File: config.mk
export PLATFORM = sky130hd
export DESIGN_NAME = lsu_ctrl
export DESIGN_NICKNAME = d
export VERILOG_FILES = /design/src/rtl/lsu_pkg.sv /design/src/rtl/lsu_bytefmt.sv /design/src/rtl/lsu_ctrl.sv
export SDC_FILE = /design/constraint.sdc
export NUM_CORES = 1
export LEC_CHECK = 0
export CAP_MARGIN = 20
export CORE_MARGIN = 2
export CORE_UTILIZATION = 35
export DETAILED_ROUTE_END_ITERATION = 7
export PLACE_DENSITY = 0.7
export SYNTH_ARGS = -nofsm -noshare
export SYNTH_HDL_FRONTEND = slang
export SYNTH_SLANG_ARGS = --single-unit
File: constraint.sdc
create_clock -name clk -period 5.3 [get_ports clk]
set_input_delay 0.53 -clock clk [delete_from_list [all_inputs] [get_ports clk]]
set_output_delay 0.53 -clock clk [all_outputs]
set_load 0.02 [all_outputs]
File: src/rtl/lsu_pkg.sv
// lsu_pkg: shared definitions for the load/store unit and the main decoder.
//   lsu_state_t : FSM states of lsu_ctrl (IDLE, RD, WR, FIN)
//   MW_*        : memwrite encodings (load, word store, byte store; 11 is illegal)
//   LT_*        : ltype encodings (lw, lbu, lb; 11 is illegal)
//   lsu_illegal : flags a request whose memwrite or ltype uses the reserved code
package lsu_pkg;

  typedef enum logic [1:0] {
    IDLE = 2'd0,
    RD   = 2'd1,
    WR   = 2'd2,
    FIN  = 2'd3
  } lsu_state_t;

  localparam logic [1:0] MW_LOAD = 2'b00;
  localparam logic [1:0] MW_WORD = 2'b01;
  localparam logic [1:0] MW_BYTE = 2'b10;

  localparam logic [1:0] LT_W  = 2'b00;
  localparam logic [1:0] LT_BU = 2'b01;
  localparam logic [1:0] LT_B  = 2'b10;

  function automatic logic lsu_illegal(input logic [1:0] mw, input logic [1:0] lt);
    return (mw == 2'b11) || (lt == 2'b11);
  endfunction

endpackage

File: src/rtl/lsu_bytefmt.sv
// lsu_bytefmt: combinational byte-lane formatter for lsu_ctrl.
// Lanes are little-endian: lane k occupies bits [8k+7:8k].
//   i_word  : word read from memory
//   i_lane  : byte lane (address bits [1:0])
//   i_ltype : load type (LT_W / LT_BU / LT_B)
//   i_byte  : store byte for the read-modify-write merge
//   o_load  : load result (whole word, or lane zero/sign-extended)
//   o_merge : i_word with the selected lane replaced by i_byte
module lsu_bytefmt
  import lsu_pkg::*;
(
  input  logic [31:0] i_word,
  input  logic [1:0]  i_lane,
  input  logic [1:0]  i_ltype,
  input  logic [7:0]  i_byte,
  output logic [31:0] o_load,
  output logic [31:0] o_merge
);

  logic [7:0] w_lane;

  always_comb begin
    w_lane  = i_word[7:0];
    o_merge = i_word;
    case (i_lane)
      2'd0: begin w_lane = i_word[7:0];   o_merge[7:0]   = i_byte; end
      2'd1: begin w_lane = i_word[15:8];  o_merge[15:8]  = i_byte; end
      2'd2: begin w_lane = i_word[23:16]; o_merge[23:16] = i_byte; end
      default: begin w_lane = i_word[31:24]; o_merge[31:24] = i_byte; end
    endcase
  end

  always_comb begin
    case (i_ltype)
      LT_BU:   o_load = {24'h000000, w_lane};
      LT_B:    o_load = {{24{w_lane[7]}}, w_lane};
      default: o_load = i_word;
    endcase
  end

endmodule

File: src/rtl/lsu_ctrl.sv
// lsu_ctrl: load/store unit controller. Turns a one-cycle start pulse into a
// memory read and/or write handshake; byte stores are done as read-modify-write.
//   clk, reset            : clock (rising edge), asynchronous active-high reset
//   start                 : request pulse, ignored while busy
//   memwrite, ltype       : access kind (lsu_pkg MW_* / LT_*)
//   addr, wdata           : byte address and store data, captured at start
//   rdata                 : formatted load result, held until the next load completes
//   busy, done, fault     : in-flight flag, completion pulse, abort pulse (with done)
//   mem_req, mem_we       : memory request and write enable, held until mem_ack
//   mem_addr, mem_wdata   : word-aligned address and write data
//   mem_rdata, mem_ack    : memory read data and acknowledge
// Parameters: AW (address width), TIMEOUT_CYC (max ack wait cycles, 0 = none).
// Build option: define LSU_MISALIGN_TRAP_EN to fault misaligned word accesses
// without touching memory; otherwise addr[1:0] is ignored for word accesses.
module lsu_ctrl
  import lsu_pkg::*;
#(
  parameter int AW          = 32,
  parameter int TIMEOUT_CYC = 255
) (
  input  logic          clk,
  input  logic          reset,
  input  logic          start,
  input  logic [1:0]    memwrite,
  input  logic [1:0]    ltype,
  input  logic [AW-1:0] addr,
  input  logic [31:0]   wdata,
  output logic [31:0]   rdata,
  output logic          busy,
  output logic          done,
  output logic          fault,
  output logic          mem_req,
  output logic          mem_we,
  output logic [AW-1:0] mem_addr,
  output logic [31:0]   mem_wdata,
  input  logic [31:0]   mem_rdata,
  input  logic          mem_ack
);

  localparam logic [31:0] TO_LAST = 32'(TIMEOUT_CYC - 1);

  lsu_state_t    r_state;
  lsu_state_t    w_state_nxt;
  logic          r_fault;
  logic          w_fault_nxt;
  logic [31:0]   r_wait;
  logic          w_timeout;
  logic          w_trap;
  logic [1:0]    r_mw;
  logic [1:0]    r_lt;
  logic [1:0]    r_lane;
  logic [AW-1:0] r_addr;
  logic [31:0]   r_wdata;
  logic [31:0]   r_rdata;
  logic [31:0]   w_load;
  logic [31:0]   w_merge;

`ifdef LSU_MISALIGN_TRAP_EN
  assign w_trap = (addr[1:0] != 2'b00) &&
                  ((memwrite == MW_WORD) || ((memwrite == MW_LOAD) && (ltype == LT_W)));
`else
  assign w_trap = 1'b0;
`endif

  // The wait counter is the cycle index within the current state, so the
  // last permitted cycle of a request is index TIMEOUT_CYC-1.
  assign w_timeout = (TIMEOUT_CYC != 0) && (r_wait == TO_LAST);

  // State register; r_fault remembers why FIN was entered.
  always_ff @(posedge clk or posedge reset) begin
    if (reset) begin
      r_state <= IDLE;
      r_fault <= 1'b0;
    end else begin
      r_state <= w_state_nxt;
      r_fault <= w_fault_nxt;
    end
  end

  // Next-state logic. An ack in the last allowed cycle wins over the timeout.
  always_comb begin
    w_state_nxt = r_state;
    w_fault_nxt = 1'b0;
    case (r_state)
      IDLE: begin
        if (start) begin
          if (lsu_illegal(memwrite, ltype) || w_trap) begin
            w_state_nxt = FIN;
            w_fault_nxt = 1'b1;
          end else if (memwrite == MW_WORD) begin
            w_state_nxt = WR;
          end else begin
            w_state_nxt = RD;
          end
        end
      end
      RD: begin
        if (mem_ack) begin
          w_state_nxt = (r_mw == MW_BYTE) ? WR : FIN;
        end else if (w_timeout) begin
          w_state_nxt = FIN;
          w_fault_nxt = 1'b1;
        end
      end
      WR: begin
        if (mem_ack) begin
          w_state_nxt = FIN;
        end else if (w_timeout) begin
          w_state_nxt = FIN;
          w_fault_nxt = 1'b1;
        end
      end
      default: w_state_nxt = IDLE;
    endcase
  end

  // Outputs decoded from the state.
  always_comb begin
    busy    = 1'b0;
    done    = 1'b0;
    fault   = 1'b0;
    mem_req = 1'b0;
    mem_we  = 1'b0;
    case (r_state)
      RD: begin
        busy    = 1'b1;
        mem_req = 1'b1;
      end
      WR: begin
        busy    = 1'b1;
        mem_req = 1'b1;
        mem_we  = 1'b1;
      end
      FIN: begin
        busy  = 1'b1;
        done  = 1'b1;
        fault = r_fault;
      end
      default: ;
    endcase
  end

  // Wait counter: cleared on every state change, saturates otherwise.
  always_ff @(posedge clk or posedge reset) begin
    if (reset) begin
      r_wait <= '0;
    end else if (w_state_nxt != r_state) begin
      r_wait <= '0;
    end else if (r_wait != 32'hFFFF_FFFF) begin
      r_wait <= r_wait + 32'd1;
    end
  end

  // Request capture and memory data path. For a byte store r_wdata first holds
  // the store data (its low byte feeds the merge), then the merged word.
  always_ff @(posedge clk or posedge reset) begin
    if (reset) begin
      r_mw    <= MW_LOAD;
      r_lt    <= LT_W;
      r_lane  <= 2'b00;
      r_addr  <= '0;
      r_wdata <= '0;
      r_rdata <= '0;
    end else begin
      if ((r_state == IDLE) && start) begin
        r_mw    <= memwrite;
        r_lt    <= ltype;
        r_lane  <= addr[1:0];
        r_addr  <= {addr[AW-1:2], 2'b00};
        r_wdata <= wdata;
      end
      if ((r_state == RD) && mem_ack) begin
        if (r_mw == MW_BYTE) begin
          r_wdata <= w_merge;
        end else begin
          r_rdata <= w_load;
        end
      end
    end
  end

  lsu_bytefmt u_fmt (
    .i_word  (mem_rdata),
    .i_lane  (r_lane),
    .i_ltype (r_lt),
    .i_byte  (r_wdata[7:0]),
    .o_load  (w_load),
    .o_merge (w_merge)
  );

  assign rdata     = r_rdata;
  assign mem_addr  = r_addr;
  assign mem_wdata = r_wdata;

endmodule

[Yosys cells after proc, flatten, opt, wreduce, memory -nomap -nowiden]
Index checks and enable logic that the tools add are counted.
Storage, ports and cells
  output and inout port bits: 101
  input port bits: 104
  bits in writable memories: 0
  logic and storage cells: 66
  memory bits (read-only): 0
  memories kept: 0
  bits in registers: 135
  latch bits: 0
Operators by class
  shift operators: 0
  bitwise operators: 1
  mux-type cells: 29
  equal/unequal tests: 15
  add/subtract/negate cells: 1
  div/mod/pow operators: 0
  order comparisons: 0
  reductions and logical operators: 10
  $mul: 0
Operator list (count)
  $mux 32: 5
  $pmux 32 s2: 1
  $add 32x1->32 const B: 1
  $eq 32x8->1 const B: 1
  $mux 8: 4
  $ne 32x32->1 const B: 1
  $pmux 8 s3: 1
  $eq 2x2->1 const B: 7
  $mux 2: 6
  $mux 1: 10
  $eq 2x1->1 const B: 4
  $pmux 2 s3: 1
  $reduce_or 3->1: 2
  $logic_not 2->1: 2
  $ne 3x3->1 const B: 1
  $logic_and 1x1->1: 2
  $ne 2x2->1: 1
  $pmux 1 s2: 1
  $reduce_and 2->1: 1
  $reduce_bool 2->1: 1
  $reduce_or 2->1: 1
  $logic_or 1x1->1: 1
  $not 1->1: 1

[Logic depth before layout (Yosys ltp)]
Gate-level depths: netlist of the first run.
  depth after elaboration: 7
  gate-level depth with buffers: 9
  gate-level depth less buffers: 8

[Modules after synthesis]
A second synthesis of the first run with hierarchy kept.
Unflattened totals
  cells, all modules: 697
  area total of the unflattened synthesis: 7248.2 um^2
By module, submodules not included
  lsu_ctrl: cells each 550, seq. area each 3378.2 um^2, area an instance 6289.8 um^2, times used 1
  lsu_bytefmt: cells each 147, seq. area each 0.0 um^2, area an instance 958.4 um^2, times used 1

[Worst setup path after synthesis of the first run]
OpenSTA, ideal clock, no wires.
  path type: flip-flop to flip-flop
  start point: reg r_wait[25]
  end point: reg r_wait[1]
  clock period less this slack: 2.511 ns
  setup time: 0.134 ns
  arrival: 2.377 ns
  cell stages (with the launch flop): 8
  slack: 2.789 ns
  buffers on the path: 1
  required time: 5.166 ns
  cell sequence: dfrtp_1 > or4_1 > or4_4 > nor4_4 > nor2_2 > o311ai_4 > buf_6 > a211oi_2
Between the ends
  cells in the longest elaborated chain, start to end: 6
  elaborated cells between the ends (all ways): 9
  those cells by class: eq/ne: 3; mux: 5; reduce/logical: 1
RTL lines
  start, declared: line lsu_ctrl.sv:46  | logic [31:0] r_wait;
  start signal, assigned: line lsu_ctrl.sv:150  | r_wait <= r_wait + 32'd1;
  $eq 32x8->1: line lsu_ctrl.sv:67  | assign w_timeout = (TIMEOUT_CYC != 0) && (r_wait == TO_LAST);
  $mux 2: line lsu_ctrl.sv:100, lsu_ctrl.sv:108
  $mux 2 (on tied branches): line lsu_ctrl.sv:106, lsu_ctrl.sv:98
  $pmux 2 s3: line lsu_ctrl.sv:84  | case (r_state)
  $ne 2x2->1: line lsu_ctrl.sv:147  | end else if (w_state_nxt != r_state) begin
  $mux 32 or $reduce_bool 2->1 (tied branches)
Several ways; a longest one is shown, not always the timed one.
A chain may end at the register's enable or synchronous reset.

[Final worst setup path of the first run]
  start point: reg r_wait[25]
  end point: reg r_wait[18]
Same word-level chain as after synthesis.

==> flow_summary.toml, run 1 <==
[routing]
firstDrtPassIters = 5
drt_iter0_markers = 493
viasPerCell = 5.10
ant_nets = 0
vias = 6191
avgRoutedWirePerCell_microns = 16.9
remaining_drc_errors = 0
wl_mm = 20.5

[clocking]
ctsRootBufferMaster = "clkbuf_16"
cts_setup_buffers = 0
cts_hold_buf = 0
cts.sink_count = 135
path_clk_slew_ns = 0.06
cts_tree = "done"
htreeDepth = 4
clk_latency_ns = 0.41
numCtsBuffers = 17
clockBufferDepth = 2
cts-resized-gates = 0

[cells_and_area]
layout-drive-gt1-share = 0.0651
fillers = 1706
fin_nets = 1055
postLayoutCellArea_sq_um = 9610
multi_input_area_sq_um = 3120
final_cell_mix = "212 x nand2_1, 202 x clkdlybuf4s50_1, 135 x dfrtp_1"
regArea_sq_um = 3380
diodes = 0
syn_to_final_growth_pct = 42.3
finalCoreUtilization = 0.511
final_common_cell = "nand2_1"
stdcell_count = 1213

[die]
die-area_sq_um = 20400
num_io_pins = 205
num_rows = 50
initial_utilization = 0.359
die_h_microns = 143
core_sq_um = 18800
dieWidth_microns = 143

[place]
pre_cts_slack_ns = 2.39
place_area_sq_um = 8950
dp_cells = 1180
portBuffers = 202
gp_congestion = 0.857
dp_hpwl_mm = 14.5

[critical_path]
critPathCaptureType = "flop"
cp_slowest_cell = "or4_1"
crit_chain = "or4_1 > or4_4 > nor4_4 > nor2_2 > o311ai_4 > buf_4 > nor3_1"
crit_fanout = 24
crit_start = "r_wait[25]$_DFFE_PP0P_"
cp.buffers_inverters = 1
critPathRequiredTime_ns = 5.59
crit_family = "simple AND/OR/NAND/NOR gates"
crit_type = "flop to flop"
worstSetupStartpointType = "flop"
r2r_start = "r_wait[25]$_DFFE_PP0P_"
critPathMaxStageDelay_ns = 0.53
r2r_end = "r_wait[18]$_DFFE_PP0P_"
worst-r2r-cell-count = 7
r2r_slack_ns = 2.36
cp_data_arrival_time_ns = 3.22

[synth]
yosysUniqueCellTypes = 50
synth_cells = 757
synth-seq-cells = 135
async_flop_share = 1.00
syn_area_per_cell_sq_um = 8.92
ys_warn_count = 0
synthFlopType = "dfrtp_1"
synth_edf_count = 0
synth_area_sq_um = 6760
ys_seq_area_frac = 0.500

[grt]
grt_pass1_vias = 5961
grt_max_degree = 98
grt_pass1_wl_mm = 32.6
grt_overflow = 0
antenna_found_initial = 0
gr-usage-all-layers = 0.205

[timing]
holdWs_ns = 0.470
rsz0062_at_grt = "no"
period_needed_ns = 2.94
setup_violations = 0
layout_setup_ws_ns = 2.36
hold_viol = 0
tightestPinTransition_ns = 1.02
finalSetupTns_ns = 0
final-max-slew-violation-count = 0
maxSlewHeadroom = 0.318
fmax_mhz = 340
period_share = 0.554
fin_skew_ns = 0.00708

[run_status]
status = "complete, no violations"

[pwr]
ir_drop_mv = 0.326
p_per_area_nw_per_um2 = 595
power_leakage_nw = 4.08
power_mw = 5.73

[run]
drv_cap = 0

[hold_path]
min-delay-start = "mem_addr[4]$_DFFE_PP0P_"
holdPathEnd = "mem_addr[4]$_DFFE_PP0P_"
whs_path_depth = 2
hold_class = "flop to flop"
==> Yosys cell counts (2+ instances only) <==
cell type	count	area share
nand3_1	9	0.0067
a31oi_1	27	0.025
clkbuf_1	33	0.018
nand4_1	17	0.016
a21oi_1	45	0.033
nor3_1	8	0.0059
inv_1	14	0.0078
xor2_1	10	0.013
clkdlybuf4s15_1	2	0.0030
buf_1	5	0.0028
nor4_1	7	0.0065
a211oi_1	24	0.027
xnor2_1	13	0.017
dfrtp_1	135	0.50
nand2_1	213	0.12
o21ai_0	8	0.0059
buf_6	3	0.0050
ha_1	11	0.020
and3_1	12	0.011
nor2_1	79	0.044
nand3b_1	2	0.0022
nor2b_1	19	0.018
or3_1	4	0.0037
a22oi_1	17	0.019
a311oi_1	2	0.0026
buf_4	2	0.0022
nor3b_1	2	0.0022
nor3_2	2	0.0030
mux4_2	8	0.027
and4_1	2	0.0026
and2_1	2	0.0019
o21a_1	2	0.0022
==> final cells by class <==
cell class / instances / share of cell area
flip-flops and latches: 135 / 0.351
multi-input cells: 562 / 0.324
repair buffers: 210 / 0.219
clock buffers: 20 / 0.0475
well taps: 260 / 0.0338
clock inverters: 12 / 0.0182
inverters: 14 / 0.00599
==> worst max-delay path by stage <==
stage,end,slack [ns],cells past startpoint
global placement,r_wait[18]$_DFFE_PP0P_,2.40,7
floorplan,mem_addr[10]$_DFFE_PP0P_,1.16,1
CTS,r_wait[18]$_DFFE_PP0P_,2.37,7
detailed placement,r_wait[19]$_DFFE_PP0P_,2.39,7
finish,r_wait[18]$_DFFE_PP0P_,2.36,7
global route,r_wait[18]$_DFFE_PP0P_,2.23,7
==> flip-flops by register name, summed over array words and instances (netlist names) <==
signal     count
mem_wdata     32
r_wait        32
rdata         32
mem_addr      30
r_lane         2
r_lt           2
r_mw           2
r_state        2
r_fault        1
==> worst reg2reg max path: cells and delay by family, from the launching register on <==
kind            cells  cell delay, ns
compound gates      1            0.46
buf+inv             1            0.37
flops               1            0.42
simple gates        5            1.55
==> layer usage <==
layer  up-vias  GRT usage  wire, microns
met4         0     0.0657            458
met3        31     0.0547           1680
met1      2927      0.267           8630
met5         -          0              0
met2       273      0.332           9710
li1       2960          -              -
==> cell families (layout without fill, tap and decap cells) <==
logic type | after synthesis | after routing | synth area share
AND/OR/NAND/NOR | 386 | 386 | 0.254
flip-flops | 135 | 135 | 0.500
AO/OA/AOI/OAI | 132 | 132 | 0.127
buffers and inverters | 61 | 256 | 0.0413
XOR/XNOR | 23 | 23 | 0.0298
adder cells (fa/ha/maj) | 11 | 11 | 0.0204
multiplexers | 8 | 8 | 0.0267
other | 1 | 2 | 0.000555
==> power by group <==
part           switching (mW)  internal [mW]  total, mW
Combinational            1.53           1.19       2.72
Clock                   0.459          0.811       1.27
Sequential              0.309           1.43       1.74
No activity file was read; power rests on OpenSTA's default activity.
==> inputs of run 2 (changes only) <==
--- a/config.mk
+++ b/config.mk
@@ -9,7 +9,7 @@
 export CORE_MARGIN = 2
 export CORE_UTILIZATION = 35
 export DETAILED_ROUTE_END_ITERATION = 7
-export PLACE_DENSITY = 0.7
+export PLACE_DENSITY = 0.72
 export SYNTH_ARGS = -nofsm -noshare
 export SYNTH_HDL_FRONTEND = slang
 export SYNTH_SLANG_ARGS = --single-unit
==> constraint.sdc (replaced) <==
create_clock -name clk -period 2.5 [get_ports clk]
set_input_delay 0.25 -clock clk [delete_from_list [all_inputs] [get_ports clk]]
set_output_delay 0.25 -clock clk [all_outputs]
set_load 0.02 [all_outputs]
==> flow_summary.toml, run 2 (synthesis gave the netlist of run 1 again) <==
[clocking]
htreeDepth = 4
numCtsBuffers = 17
cts.sink_count = 135
cts_tree = "done"
clockBufferDepth = 2
cts_hold_buf = 0
path_clk_slew_ns = 0.06
clk_latency_ns = 0.42
ctsRootBufferMaster = "clkbuf_16"

[place]
place_area_sq_um = 9180
dp_cells = 1202
dp_hpwl_mm = 14.8
portBuffers = 202
gp_congestion = 0.891
pre_cts_slack_ns = -0.00503

[timing]
fmax_mhz = 392
maxSlewHeadroom = 0.499
layout_setup_ws_ns = -0.0515
fin_skew_ns = 0.0131
period_share = 1.02
rsz0062_at_grt = "yes"
hold_viol = 0
holdWs_ns = 0.226
finalSetupTns_ns = -0.518
final-max-slew-violation-count = 0
setup_violations = 23
tightestPinTransition_ns = 0.748
period_needed_ns = 2.55

[grt]
grt_pass1_wl_mm = 32.8
grt_overflow = 0
gr-usage-all-layers = 0.208
grt_max_degree = 61
grt_pass1_vias = 6078
antenna_found_initial = 0

[run_status]
status = "complete, but fails checks"
failed_checks = "setup timing"

[critical_path]
crit_type = "flop to flop"
critPathCaptureType = "flop"
crit_start = "r_wait[25]$_DFFE_PP0P_"
worstSetupStartpointType = "flop"
crit_fanout = 5
worst-r2r-cell-count = 8
r2r_start = "r_wait[25]$_DFFE_PP0P_"
cp-endpoint = "r_wait[12]$_DFFE_PP0P_"
r2r_slack_ns = -0.05
cp_data_arrival_time_ns = 2.86
critPathRequiredTime_ns = 2.81
r2r_end = "r_wait[12]$_DFFE_PP0P_"

[die]
num_rows = 50
die-area_sq_um = 20400
initial_utilization = 0.359
core_sq_um = 18800
dieWidth_microns = 143
num_io_pins = 205
die_h_microns = 143

[hold_path]
hold_class = "input port to async pin"

[routing]
firstDrtPassIters = 5
vias = 6318
avgRoutedWirePerCell_microns = 16.6
wl_mm = 20.6
remaining_drc_errors = 0
viasPerCell = 5.10
ant_nets = 0
drt_iter0_markers = 369

[cells_and_area]
final_cell_mix = "212 x nand2_1, 202 x clkdlybuf4s50_1, 135 x dfrtp_1"
postLayoutCellArea_sq_um = 9860
stdcell_count = 1240
fin_nets = 1082
final_common_cell = "nand2_1"
fillers = 1703
diodes = 0
layout-drive-gt1-share = 0.0939
syn_to_final_growth_pct = 46.0
finalCoreUtilization = 0.524

[pwr]
ir_drop_mv = 0.658
power_mw = 12.3
p_per_area_nw_per_um2 = 1250
power_leakage_nw = 4.23

[run]
drv_cap = 0
[run 2: cell count changes in the layout (fill, tap and decap cells not counted), sizes merged]
cell / previous run / this run
buf: 8 / 34
bufinv: 4 / 2
clkbuf: 20 / 25
clkinv: 2 / 4
inv: 14 / 13
clkinvlp: 6 / 3
[run 2: power by group]
group          switching (mW)  internal (mW)
logic                    3.46           2.87
clock network           0.921           1.49
registers               0.569           3.03
total                    4.95           7.39
[run 2: how the worst min path moves through the flow]
| stage | end | slack, ns | start |
|---|---|---|---|
| after floorplan | mem_addr[10]$_DFFE_PP0P_ | 0.36 | addr[10] |
| after global placement | mem_addr[6]$_DFFE_PP0P_ | 0.46 | mem_addr[6]$_DFFE_PP0P_ |
| after detailed placement | mem_addr[24]$_DFFE_PP0P_ | 0.46 | mem_addr[24]$_DFFE_PP0P_ |
| after CTS | mem_addr[16]$_DFFE_PP0P_ | 0.22 | reset |
| after global routing | mem_addr[22]$_DFFE_PP0P_ | 0.25 | reset |
| final | mem_addr[22]$_DFFE_PP0P_ | 0.23 | reset |
[run 2: layout make-up]
| cell class | count | area [sq um] | area share |
|---|---|---|---|
| tap | 260 | 325 | 0.0330 |
| inverter | 14 | 56.3 | 0.00571 |
| clock buffer | 24 | 462 | 0.0468 |
| multi-input combinational | 562 | 3150 | 0.319 |
| clock inverter | 8 | 98.8 | 0.0100 |
| timing repair buffer | 237 | 2390 | 0.243 |
| sequential | 135 | 3380 | 0.343 |
[run 2: worst max-delay path: stages (launching register included)]
cell	delay, ns
dfrtp_1	0.37
or4_4	0.54
or4_4	0.44
nor4_4	0.32
nor2_2	0.09
o311ai_4	0.31
buf_6	0.18
clkbuf_16	0.14
nor2_1	0.05
[run 2: routing by layer]
metal	wire length [microns]	track usage
met3	1400	0.0463
met2	9580	0.328
met4	742	0.100
met1	8920	0.271
met5	0	0
[run 2: timing repair]
| item | CTS | global route |
|---|---|---|
| gates cloned | 1 | 1 |
| setup buffers | 4 | 1 |
| pin swaps | 4 | 5 |
| resized for setup | 5 | 8 |
| setup endpoints to repair | 32 | 36 |
==> inputs of run 3 (changes only) <==
==> constraint.sdc (replaced) <==
create_clock -name clk -period 2.2 [get_ports clk]
set_input_delay 0.22 -clock clk [delete_from_list [all_inputs] [get_ports clk]]
set_output_delay 0.22 -clock clk [all_outputs]
set_load 0.02 [all_outputs]
==> flow_summary.toml, run 3 (synthesis gave the netlist of run 1 again) <==
[grt]
gr-usage-all-layers = 0.209
grt_max_degree = 98
antenna_found_initial = 1
grt_pass1_wl_mm = 33.1
grt_pass1_vias = 6200
grt_overflow = 0

[die]
die-area_sq_um = 20400
initial_utilization = 0.359
num_io_pins = 205
dieWidth_microns = 143
die_h_microns = 143
core_sq_um = 18800
num_rows = 50

[cells_and_area]
layout-drive-gt1-share = 0.108
stdcell_count = 1258
final_common_cell = "nand2_1"
final_cell_mix = "212 x nand2_1, 201 x clkdlybuf4s50_1, 135 x dfrtp_1"
multi_input_area_sq_um = 3130
regArea_sq_um = 3380
finalCoreUtilization = 0.530
fillers = 1680
fin_nets = 1099
syn_to_final_growth_pct = 47.9

[clocking]
ctsRootBufferMaster = "clkbuf_16"
cts.sink_count = 135
path_clk_slew_ns = 0.06
clk_latency_ns = 0.41
cts_tree = "done"
numCtsBuffers = 17
clockBufferDepth = 2
htreeDepth = 4

[routing]
firstDrtPassIters = 6
avgRoutedWirePerCell_microns = 16.6
vias = 6343
wl_mm = 20.8
ant_nets = 0
remaining_drc_errors = 0
drt_iter0_markers = 433
viasPerCell = 5.04

[timing]
fmax_mhz = 433
tightestPinTransition_ns = 0.571
maxSlewHeadroom = 0.615
period_share = 1.05
fin_skew_ns = 0.00947
layout_setup_ws_ns = -0.108
period_needed_ns = 2.31
final-max-slew-violation-count = 0
setup_violations = 32
rsz0062_at_grt = "yes"
hold_viol = 0

[critical_path]
r2r_end = "r_wait[11]$_DFFE_PP0P_"
cp_data_arrival_time_ns = 2.60
worstSetupStartpointType = "flop"
crit_type = "flop to flop"
r2r_slack_ns = -0.11
r2r_start = "r_wait[27]$_DFFE_PP0P_"
critPathRequiredTime_ns = 2.49
crit_fanout = 22
worst-r2r-cell-count = 7
critPathCaptureType = "flop"

[hold_path]
whs_path_depth = 3
min-delay-start = "addr[12]"
holdPathEnd = "mem_addr[12]$_DFFE_PP0P_"
hold_class = "input port to flop"

[pwr]
ir_drop_mv = 0.757
power_leakage_nw = 4.32
p_per_area_nw_per_um2 = 1390

[run_status]
status = "complete, but fails checks"
failed_checks = "setup timing"

[place]
dp_cells = 1224
portBuffers = 202
gp_congestion = 0.869
pre_cts_slack_ns = -0.126
dp_hpwl_mm = 14.9

[run]
drv_cap = 0
## run 3: cell types whose count changed in the layout (fill, tap and decap cells not counted), moves of 2 or more
cell / before / now
buf_12: 5 / 7
clkinv_4: 1 / 3
a21oi_2: 2 / 0
nor2_2: 6 / 3
a21oi_1: 43 / 45
clkbuf_1: 6 / 1
buf_4: 26 / 44
nor2_1: 73 / 77
clkbuf_8: 1 / 3
## run 3: report_power, final
group | switching (mW) | total (mW) | internal [mW]
Sequential | 0.633 | 4.07 | 3.44
Combinational | 3.84 | 6.94 | 3.09
Clock | 1.09 | 2.85 | 1.76
## run 3: metal layers
metal | global-route usage | wire length [microns]
met4 | 0.0995 | 782
met5 | 0 | 0
met3 | 0.0503 | 1520
met1 | 0.269 | 8730
met2 | 0.330 | 9800
## run 3: cell type report
class,instances,area share
Antenna cell,1,0.000251
Clock buffer,21,0.0471
Clock inverter,11,0.0124
Inverter,14,0.00564
Multi-Input combinational cell,562,0.313
Sequential cell,135,0.338
Tap cell,260,0.0326
Timing Repair Buffer,254,0.251
## run 3: worst max path at each step
stage	start	to	slack [ns]	cells past startpoint
3_3_place_gp	r_wait[27]$_DFFE_PP0P_	r_wait[18]$_DFFE_PP0P_	-0.07	7
5_1_grt	r_wait[27]$_DFFE_PP0P_	r_wait[11]$_DFFE_PP0P_	-0.19	7
4_1_cts	r_wait[27]$_DFFE_PP0P_	r_wait[11]$_DFFE_PP0P_	-0.12	7
3_5_place_dp	r_wait[27]$_DFFE_PP0P_	r_wait[22]$_DFFE_PP0P_	-0.13	7
6_report	r_wait[27]$_DFFE_PP0P_	r_wait[11]$_DFFE_PP0P_	-0.11	7
2_1_floorplan	r_wait[27]$_DFFE_PP0P_	r_wait[1]$_DFFE_PP0P_	-0.07	7
## run 3: repair_timing
action | CTS | global route
gates cloned | 0 | 0
pin swaps | 0 | 1
buffers inserted | 0 | 1
hold buffers | 0 | 0
resized for setup | 1 | 3
endpoints found under the setup margin | 32 | 42
## run 3: critical path, stage by stage (launching register included)
cell and delay (ns):
dfrtp_1 0.37, or4_4 0.53, or4_4 0.44, nor4_4 0.19
nor2_2 0.10, o311ai_4 0.29, buf_12 0.21, a21oi_1 0.06
## run 3: through the flow
| stage | TNS [ns] | total power, mW | instance area, sq um | hold slack [ns] |
|---|---|---|---|---|
| finish | -2.73 | 13.9 | 9990 | 0.328 |
| global route | -5.06 | 14.7 | 9990 | 0.334 |
| CTS | -3.12 | 14.0 | 9970 | 0.316 |
| detailed placement | -2.71 | 11.0 | 9370 | 0.462 |
| global placement | -0.954 | 10.9 | 9370 | 0.457 |
| floorplan | -1.57 | 7.93 | 6760 | 0.325 |
